**src/rtl/serial_link_pkg.sv**
```systemverilog
// Shared definitions for the "10010" frame-sync serial link.
// Used by the transmitter (serial_frame_tx, line_history) and by the
// detector side of the link.
//   state_t   : transmitter FSM states
//   PREAMBLE  : sync word sent at the start of every frame, MSB first
//   PRE_LEN   : preamble length in line bits
//   STUFF_PAT : 4-bit line history after which a stuffed 1 is forced
package serial_link_pkg;

  typedef enum logic [1:0] {
    S_IDLE,
    S_PRE,
    S_DATA,
    S_GUARD
  } state_t;

  localparam logic [4:0] PREAMBLE  = 5'b10010;
  localparam int         PRE_LEN   = 5;
  localparam logic [3:0] STUFF_PAT = 4'b1001;

endpackage

```
**src/rtl/line_history.sv**
```systemverilog
// Shift register of the last four bits driven on the serial line.
// The newest bit (hist_reg[0]) is the registered line output itself.
// Ports:
//   clk, rst    : clock, asynchronous active-low reset (clears history)
//   bit_in      : bit to be driven on the line at the next clock edge
//   peek_bit    : candidate payload bit, used to look one bit ahead
//   line        : registered line bit (current j)
//   stuff_match : history equals STUFF_PAT, next bit must be a stuffed 1
//   tail_match  : history shifted by peek_bit would equal STUFF_PAT
module line_history
  import serial_link_pkg::*;
(
  input  logic clk,
  input  logic rst,
  input  logic bit_in,
  input  logic peek_bit,
  output logic line,
  output logic stuff_match,
  output logic tail_match
);

  logic [3:0] hist_reg;

  always_ff @(posedge clk or negedge rst) begin
    if (!rst) begin
      hist_reg <= '0;
    end else begin
      hist_reg <= {hist_reg[2:0], bit_in};
    end
  end

  assign line        = hist_reg[0];
  assign stuff_match = (hist_reg == STUFF_PAT);
  // Lets the transmitter decide, while sending the last payload bit,
  // whether a tail stuff bit must follow it.
  assign tail_match  = ({hist_reg[2:0], peek_bit} == STUFF_PAT);

endmodule

```
**src/rtl/serial_frame_tx.sv**
```systemverilog
// Serial frame transmitter for the "10010" frame-sync link.
// Sends preamble 10010, then the payload MSB first with a stuffed 1
// after every 1001 in the line history, then GUARD zero bits.
// Ports:
//   clk     : system clock
//   rst     : asynchronous active-low reset (enters GUARD, line low)
//   data_in : payload word, captured on valid && ready
//   valid   : payload word available
//   ready   : block is idle and can accept a word
//   j       : registered serial line output
//   busy    : block is not idle
//   done    : one-cycle pulse when a frame finishes and the block idles
module serial_frame_tx
  import serial_link_pkg::*;
#(
  parameter int DATA_W = 8,
  parameter int GUARD  = 3
) (
  input  logic              clk,
  input  logic              rst,
  input  logic [DATA_W-1:0] data_in,
  input  logic              valid,
  output logic              ready,
  output logic              j,
  output logic              busy,
  output logic              done
);

  localparam int CNT_W = $clog2(DATA_W + 1);
  localparam int GRD_W = $clog2(GUARD);

  state_t              state_reg,     state_next;
  logic [DATA_W-1:0]   shift_reg,     shift_next;
  logic [CNT_W-1:0]    bit_cnt_reg,   bit_cnt_next;
  logic [2:0]          pre_cnt_reg,   pre_cnt_next;
  logic [GRD_W-1:0]    guard_cnt_reg, guard_cnt_next;
  logic                done_reg,      done_next;
  // Set while a real frame is in flight, so the guard run that follows
  // reset does not produce a done pulse.
  logic                framed_reg,    framed_next;

  logic                line_bit;
  logic                stuff_match;
  logic                tail_match;
  logic [2:0]          pre_idx;

  line_history u_hist (
    .clk         (clk),
    .rst         (rst),
    .bit_in      (line_bit),
    .peek_bit    (shift_reg[DATA_W-1]),
    .line        (j),
    .stuff_match (stuff_match),
    .tail_match  (tail_match)
  );

  always_ff @(posedge clk or negedge rst) begin
    if (!rst) begin
      state_reg     <= S_GUARD;
      shift_reg     <= '0;
      bit_cnt_reg   <= '0;
      pre_cnt_reg   <= '0;
      guard_cnt_reg <= '0;
      done_reg      <= 1'b0;
      framed_reg    <= 1'b0;
    end else begin
      state_reg     <= state_next;
      shift_reg     <= shift_next;
      bit_cnt_reg   <= bit_cnt_next;
      pre_cnt_reg   <= pre_cnt_next;
      guard_cnt_reg <= guard_cnt_next;
      done_reg      <= done_next;
      framed_reg    <= framed_next;
    end
  end

  assign pre_idx = 3'(PRE_LEN - 1) - pre_cnt_reg;

  always_comb begin
    state_next     = state_reg;
    shift_next     = shift_reg;
    bit_cnt_next   = bit_cnt_reg;
    pre_cnt_next   = pre_cnt_reg;
    guard_cnt_next = guard_cnt_reg;
    done_next      = 1'b0;
    framed_next    = framed_reg;
    line_bit       = 1'b0;

    unique case (state_reg)
      S_IDLE: begin
        if (valid) begin
          shift_next   = data_in;
          line_bit     = PREAMBLE[PRE_LEN-1];
          pre_cnt_next = 3'd1;
          framed_next  = 1'b1;
          state_next   = S_PRE;
        end
      end
      S_PRE: begin
        line_bit     = PREAMBLE[pre_idx];
        pre_cnt_next = pre_cnt_reg + 3'd1;
        if (pre_cnt_reg == 3'(PRE_LEN - 1)) begin
          bit_cnt_next = '0;
          state_next   = S_DATA;
        end
      end
      S_DATA: begin
        if (stuff_match) begin
          // Stuffed 1; the payload bit index does not advance.
          line_bit = 1'b1;
          if (bit_cnt_reg == CNT_W'(DATA_W)) begin
            guard_cnt_next = '0;
            state_next     = S_GUARD;
          end
        end else begin
          line_bit     = shift_reg[DATA_W-1];
          shift_next   = shift_reg << 1;
          bit_cnt_next = bit_cnt_reg + 1'b1;
          // Last payload bit: stay one more bit only if it completes 1001.
          if (bit_cnt_reg == CNT_W'(DATA_W - 1) && !tail_match) begin
            guard_cnt_next = '0;
            state_next     = S_GUARD;
          end
        end
      end
      S_GUARD: begin
        line_bit       = 1'b0;
        guard_cnt_next = guard_cnt_reg + 1'b1;
        if (guard_cnt_reg == GRD_W'(GUARD - 1)) begin
          guard_cnt_next = '0;
          done_next      = framed_reg;
          framed_next    = 1'b0;
          state_next     = S_IDLE;
        end
      end
      default: begin
        state_next = S_GUARD;
      end
    endcase
  end

  assign ready = (state_reg == S_IDLE);
  assign busy  = (state_reg != S_IDLE);
  assign done  = done_reg;

endmodule

```
**config.mk**
```make
export PLATFORM = sky130hd
export DESIGN_NAME = serial_frame_tx
export DESIGN_NICKNAME = d
export VERILOG_FILES = /design/src/rtl/serial_link_pkg.sv /design/src/rtl/line_history.sv /design/src/rtl/serial_frame_tx.sv
export SDC_FILE = /design/constraint.sdc
export NUM_CORES = 1
export LEC_CHECK = 0
export ABC_AREA = 1
export ABC_CLOCK_PERIOD_IN_PS = 2220
export BUFFER_PORTS_ARGS = -buffer_cell sky130_fd_sc_hd__buf_2
export CORE_ASPECT_RATIO = 0.75
export CORE_MARGIN = 4
export CORE_UTILIZATION = 40
export CTS_BUF_LIST = sky130_fd_sc_hd__clkbuf_2 sky130_fd_sc_hd__clkbuf_4 sky130_fd_sc_hd__clkbuf_8
export CTS_CLUSTER_DIAMETER = 150
export DETAILED_ROUTE_END_ITERATION = 6
export PLACE_DENSITY = 0.67
export SYNTH_ARGS = -nofsm -noshare
export SYNTH_HDL_FRONTEND = slang
export SYNTH_SLANG_ARGS = --single-unit
```
**constraint.sdc**
```tcl
create_clock -name clk -period 2.22 [get_ports clk]
set_input_delay 0.222 -clock clk [delete_from_list [all_inputs] [get_ports clk]]
set_output_delay 0.222 -clock clk [all_outputs]
set_load 0.02 [all_outputs]
```
==> summary.md <==
| Metric | Value |
|---|---|
| Status | `finished clean` |
| Final worst path period share | `0.829` |
| FF/Latch Area | `628 um2` |
| Die outline area | `0.00463 mm2` |
| Core Region | `0.00338 mm2` |
| Post-synthesis sequential area ratio | `0.437` |
| TritonCTS clock tree | `built` |
| Drt drc | `0` |
| Final cell count without fillers | `230` |
| Fill cells | `341` |
| Sequential share of power | `0.363` |
| Total global-route track usage | `0.134` |
| Slew of the pin with the lowest slew margin | `0.564 ns` |
| # nets final | `212` |
| IO Pins | `15` |
| Die H | `59.9 um` |
| Worst slew margin | `0.624` |
| Total CTS buffers | `3` |
| Iteration-0 DRC Markers | `58` |
| Distinct cells, synth | `28` |
| Via-per-instance ratio | `4.80` |
| Pins Over Slew Limit | `0` |
| Worst Path Required | `2.42 ns` |
| Largest fanout on the critical path | `16` |
| Leakage power | `0.816 nW` |
| Hold Path Depth | `3` |
| DP Wirelength | `1.97 mm` |
| Vias | `1,104` |
| Seq cells post-synth | `25` |
| Final worst setup slack | `0.379 ns` |
| RSZ-0062 raised after global routing | `false` |
| Synth area leader | `dfrtp_1` |
| Yosys warning total | `0` |
| Vias in the first global route | `1,079` |
| CP arrival | `2.04 ns` |
| Setup slack, reg-to-reg | `0.38 ns` |
| Net Switching | `979 uW` |
| Mapped Area | `0.00144 mm2` |
| Largest net degree at the start of global routing | `26` |
| Final Skew | `0.00138 ns` |
| # clock sinks | `25` |
| Switching Fraction | `0.456` |
| Post_cts resized | `0` |
| Max_cap viols | `0` |
| CTS clk-pin slew, worst paths | `0.08 ns` |
| Site Rows | `18` |
| Internal power | `1.17 mW` |
| Peak supply drop | `0.000549 V` |
| Mapped Nets | `195` |
| Worst slack, placed | `0.390 ns` |
| Final setup violation count | `0` |
| F_max | `543 MHz` |
| Worst skew pair latency | `0.27 ns` |
| IO Port Bufs | `14` |
| Final hold vios | `0` |
| Endpoint class of the critical path | `flop` |
| H-Tree Depth | `1` |
| Placed insts | `225` |
| Clock Power Share | `0.130` |
| Combinational share of power | `0.508` |
| Longest Clk Path Bufs | `2` |
| Total iterations of the first detailed-routing run | `4` |
| Worst hold path startpoint | `data_in[0]` |
| Area of the multi-input gates | `682 um2` |
| Post-Syn Instances | `174` |
| HP Class | `in -> reg` |
| Grt ovf | `0` |
| Routed len/inst | `11.1 um` |
| Pwr Density | `1350 mW/mm2` |
| Share of layout cells above drive strength 1 | `0.216` |
| Syn Area/Cell | `8.27 um2` |
| Placer congestion estimate | `0.780` |
| First-pass GRT wire length | `4.82 mm` |
| Worst R2R End | `bit_cnt_reg[1]$_DFFE_PN0P_` |
| Setup Fix Bufs, Post-CTS | `0` |
| Starting Density | `0.426` |
| Total wire length | `2.55 mm` |
| Clk root buf | `clkbuf_8` |
| Post-synth top area share | `0.400` |
| Leading cell types by total area after synthesis | `dfrtp_1, nand2_1, ha_1` |
| FF-to-FF Start | `state_reg[1]$_DFFE_PN1P_` |
| TNS Setup | `0 ns` |
| Post-route ant nets | `0` |
| WHS Endpoint | `shift_reg[0]$_DFFE_PN0P_` |
| CTS Hold Buffers Added | `1` |
| ANT cells | `0` |
| Area grow syn2layout | `10.4%` |
| Largest register FFs | `8` |
| CP Launch Type | `flop` |
| Initial antenna violation count | `0` |
| Critical path type | `reg -> reg` |
| Min Clock Period, post-route | `1.84 ns` |
| Die width | `77.3 um` |
| Reg2reg path depth | `7` |
==> routing by layer <==
metal / global-route usage / part of all wire / routed length [um] / up-vias
met5: 0 / 0 / 0 / -
met4: 0.0533 / 0.016 / 42 / 0
met3: 0.0331 / 0.041 / 104 / 4
met2: 0.200 / 0.42 / 1080 / 20
met1: 0.188 / 0.52 / 1320 / 493
li1: - / - / - / 587
==> cells in the mapped netlist <==
| master | instances |
|---|---|
| a21oi_1 | 2 |
| nand3b_1 | 1 |
| ha_1 | 10 |
| inv_4 | 1 |
| nand2_1 | 45 |
| o21ai_0 | 14 |
| o31ai_1 | 1 |
| nand2_4 | 2 |
| clkbuf_1 | 1 |
| o21ai_1 | 2 |
| nor2_4 | 1 |
| dfstp_2 | 2 |
| nand3_1 | 11 |
| inv_2 | 2 |
| nand3_2 | 1 |
| buf_2 | 1 |
| nor3_1 | 2 |
| dfrtp_1 | 23 |
| inv_1 | 23 |
| nand2_2 | 7 |
| o21bai_1 | 1 |
| nor2_1 | 8 |
| nand4_1 | 3 |
| a31oi_1 | 1 |
| buf_12 | 1 |
| xnor2_1 | 1 |
| o21ai_2 | 6 |
| nor2_2 | 1 |
==> cells by family after synthesis <==
| kind of cell | share of synthesized area |
|---|---|
| compound gates | 0.114 |
| xor+xnor | 0.00609 |
| fa+ha+maj | 0.0870 |
| buf+inv | 0.0896 |
| flops | 0.437 |
| simple gates | 0.267 |
==> area by class of cell <==
type                    instances  share of cell area
multi-input cells             120               0.429
flip-flops and latches         25               0.395
inverters                      26              0.0630
repair buffers                 15              0.0504
well taps                      40              0.0315
clock buffers                   4              0.0307
==> worst max-delay path by stage <==
| stage | from | endpoint | slack, ns | cells after the start |
|---|---|---|---|---|
| after global routing | state_reg[1]$_DFFE_PN1P_ | bit_cnt_reg[0]$_DFFE_PN0P_ | 0.16 | 7 |
| final | state_reg[1]$_DFFE_PN1P_ | bit_cnt_reg[1]$_DFFE_PN0P_ | 0.38 | 7 |
| after global placement | state_reg[1]$_DFFE_PN1P_ | bit_cnt_reg[1]$_DFFE_PN0P_ | 0.43 | 7 |
| after CTS | state_reg[1]$_DFFE_PN1P_ | bit_cnt_reg[1]$_DFFE_PN0P_ | 0.36 | 7 |
| after detailed placement | state_reg[1]$_DFFE_PN1P_ | bit_cnt_reg[1]$_DFFE_PN0P_ | 0.39 | 7 |
| after floorplan | state_reg[0]$_DFFE_PN1P_ | shift_reg[1]$_DFFE_PN0P_ | 0.58 | 10 |
==> critical path, stage by stage (launching register included) <==
cell,delay [ns]
dfstp_2,0.56
ha_1,0.45
inv_2,0.21
a21oi_1,0.17
nand2_1,0.13
inv_2,0.10
nand3_1,0.06
o21ai_1,0.09
==> cells in the final DEF (no fill, tap or decap), types with 2 or more instances in the layout <==
master    netlist  final
inv_2           2      2
o21ai_0        14     14
nand2_2         7      7
nand2_1        45     45
o21ai_1         2      2
nor3_1          2      2
inv_1          23     23
clkbuf_8        0      3
nand3_1        11     11
dfstp_2         2      2
ha_1           10     10
dfrtp_1        23     23
a21oi_1         2      2
nand2_4         2      2
nor2_1          8      8
buf_2           1     14
o21ai_2         6      6
nand4_1         3      3
==> power groups by stage <==
stage               Combinational (mW)  Sequential, mW  Clock [mW]
global route                      1.28           0.817       0.304
detailed placement                1.10           0.791           0
floorplan                        0.947           0.773           0
CTS                               1.11           0.780       0.298
global placement                  1.09           0.786           0
finish                            1.09           0.778       0.278
==> through the flow <==
stage,power [mW],util,area (um2),hold slack [ns]
after global routing,2.40,0.470,1590,0.189
after CTS,2.19,0.470,1590,0.182
final,2.15,0.470,1590,0.193
after global placement,1.88,0.453,1530,0.248
after detailed placement,1.89,0.453,1530,0.250
after floorplan,1.72,-,1440,-0.0736
Note: power is estimated with default switching activity, not from simulation.
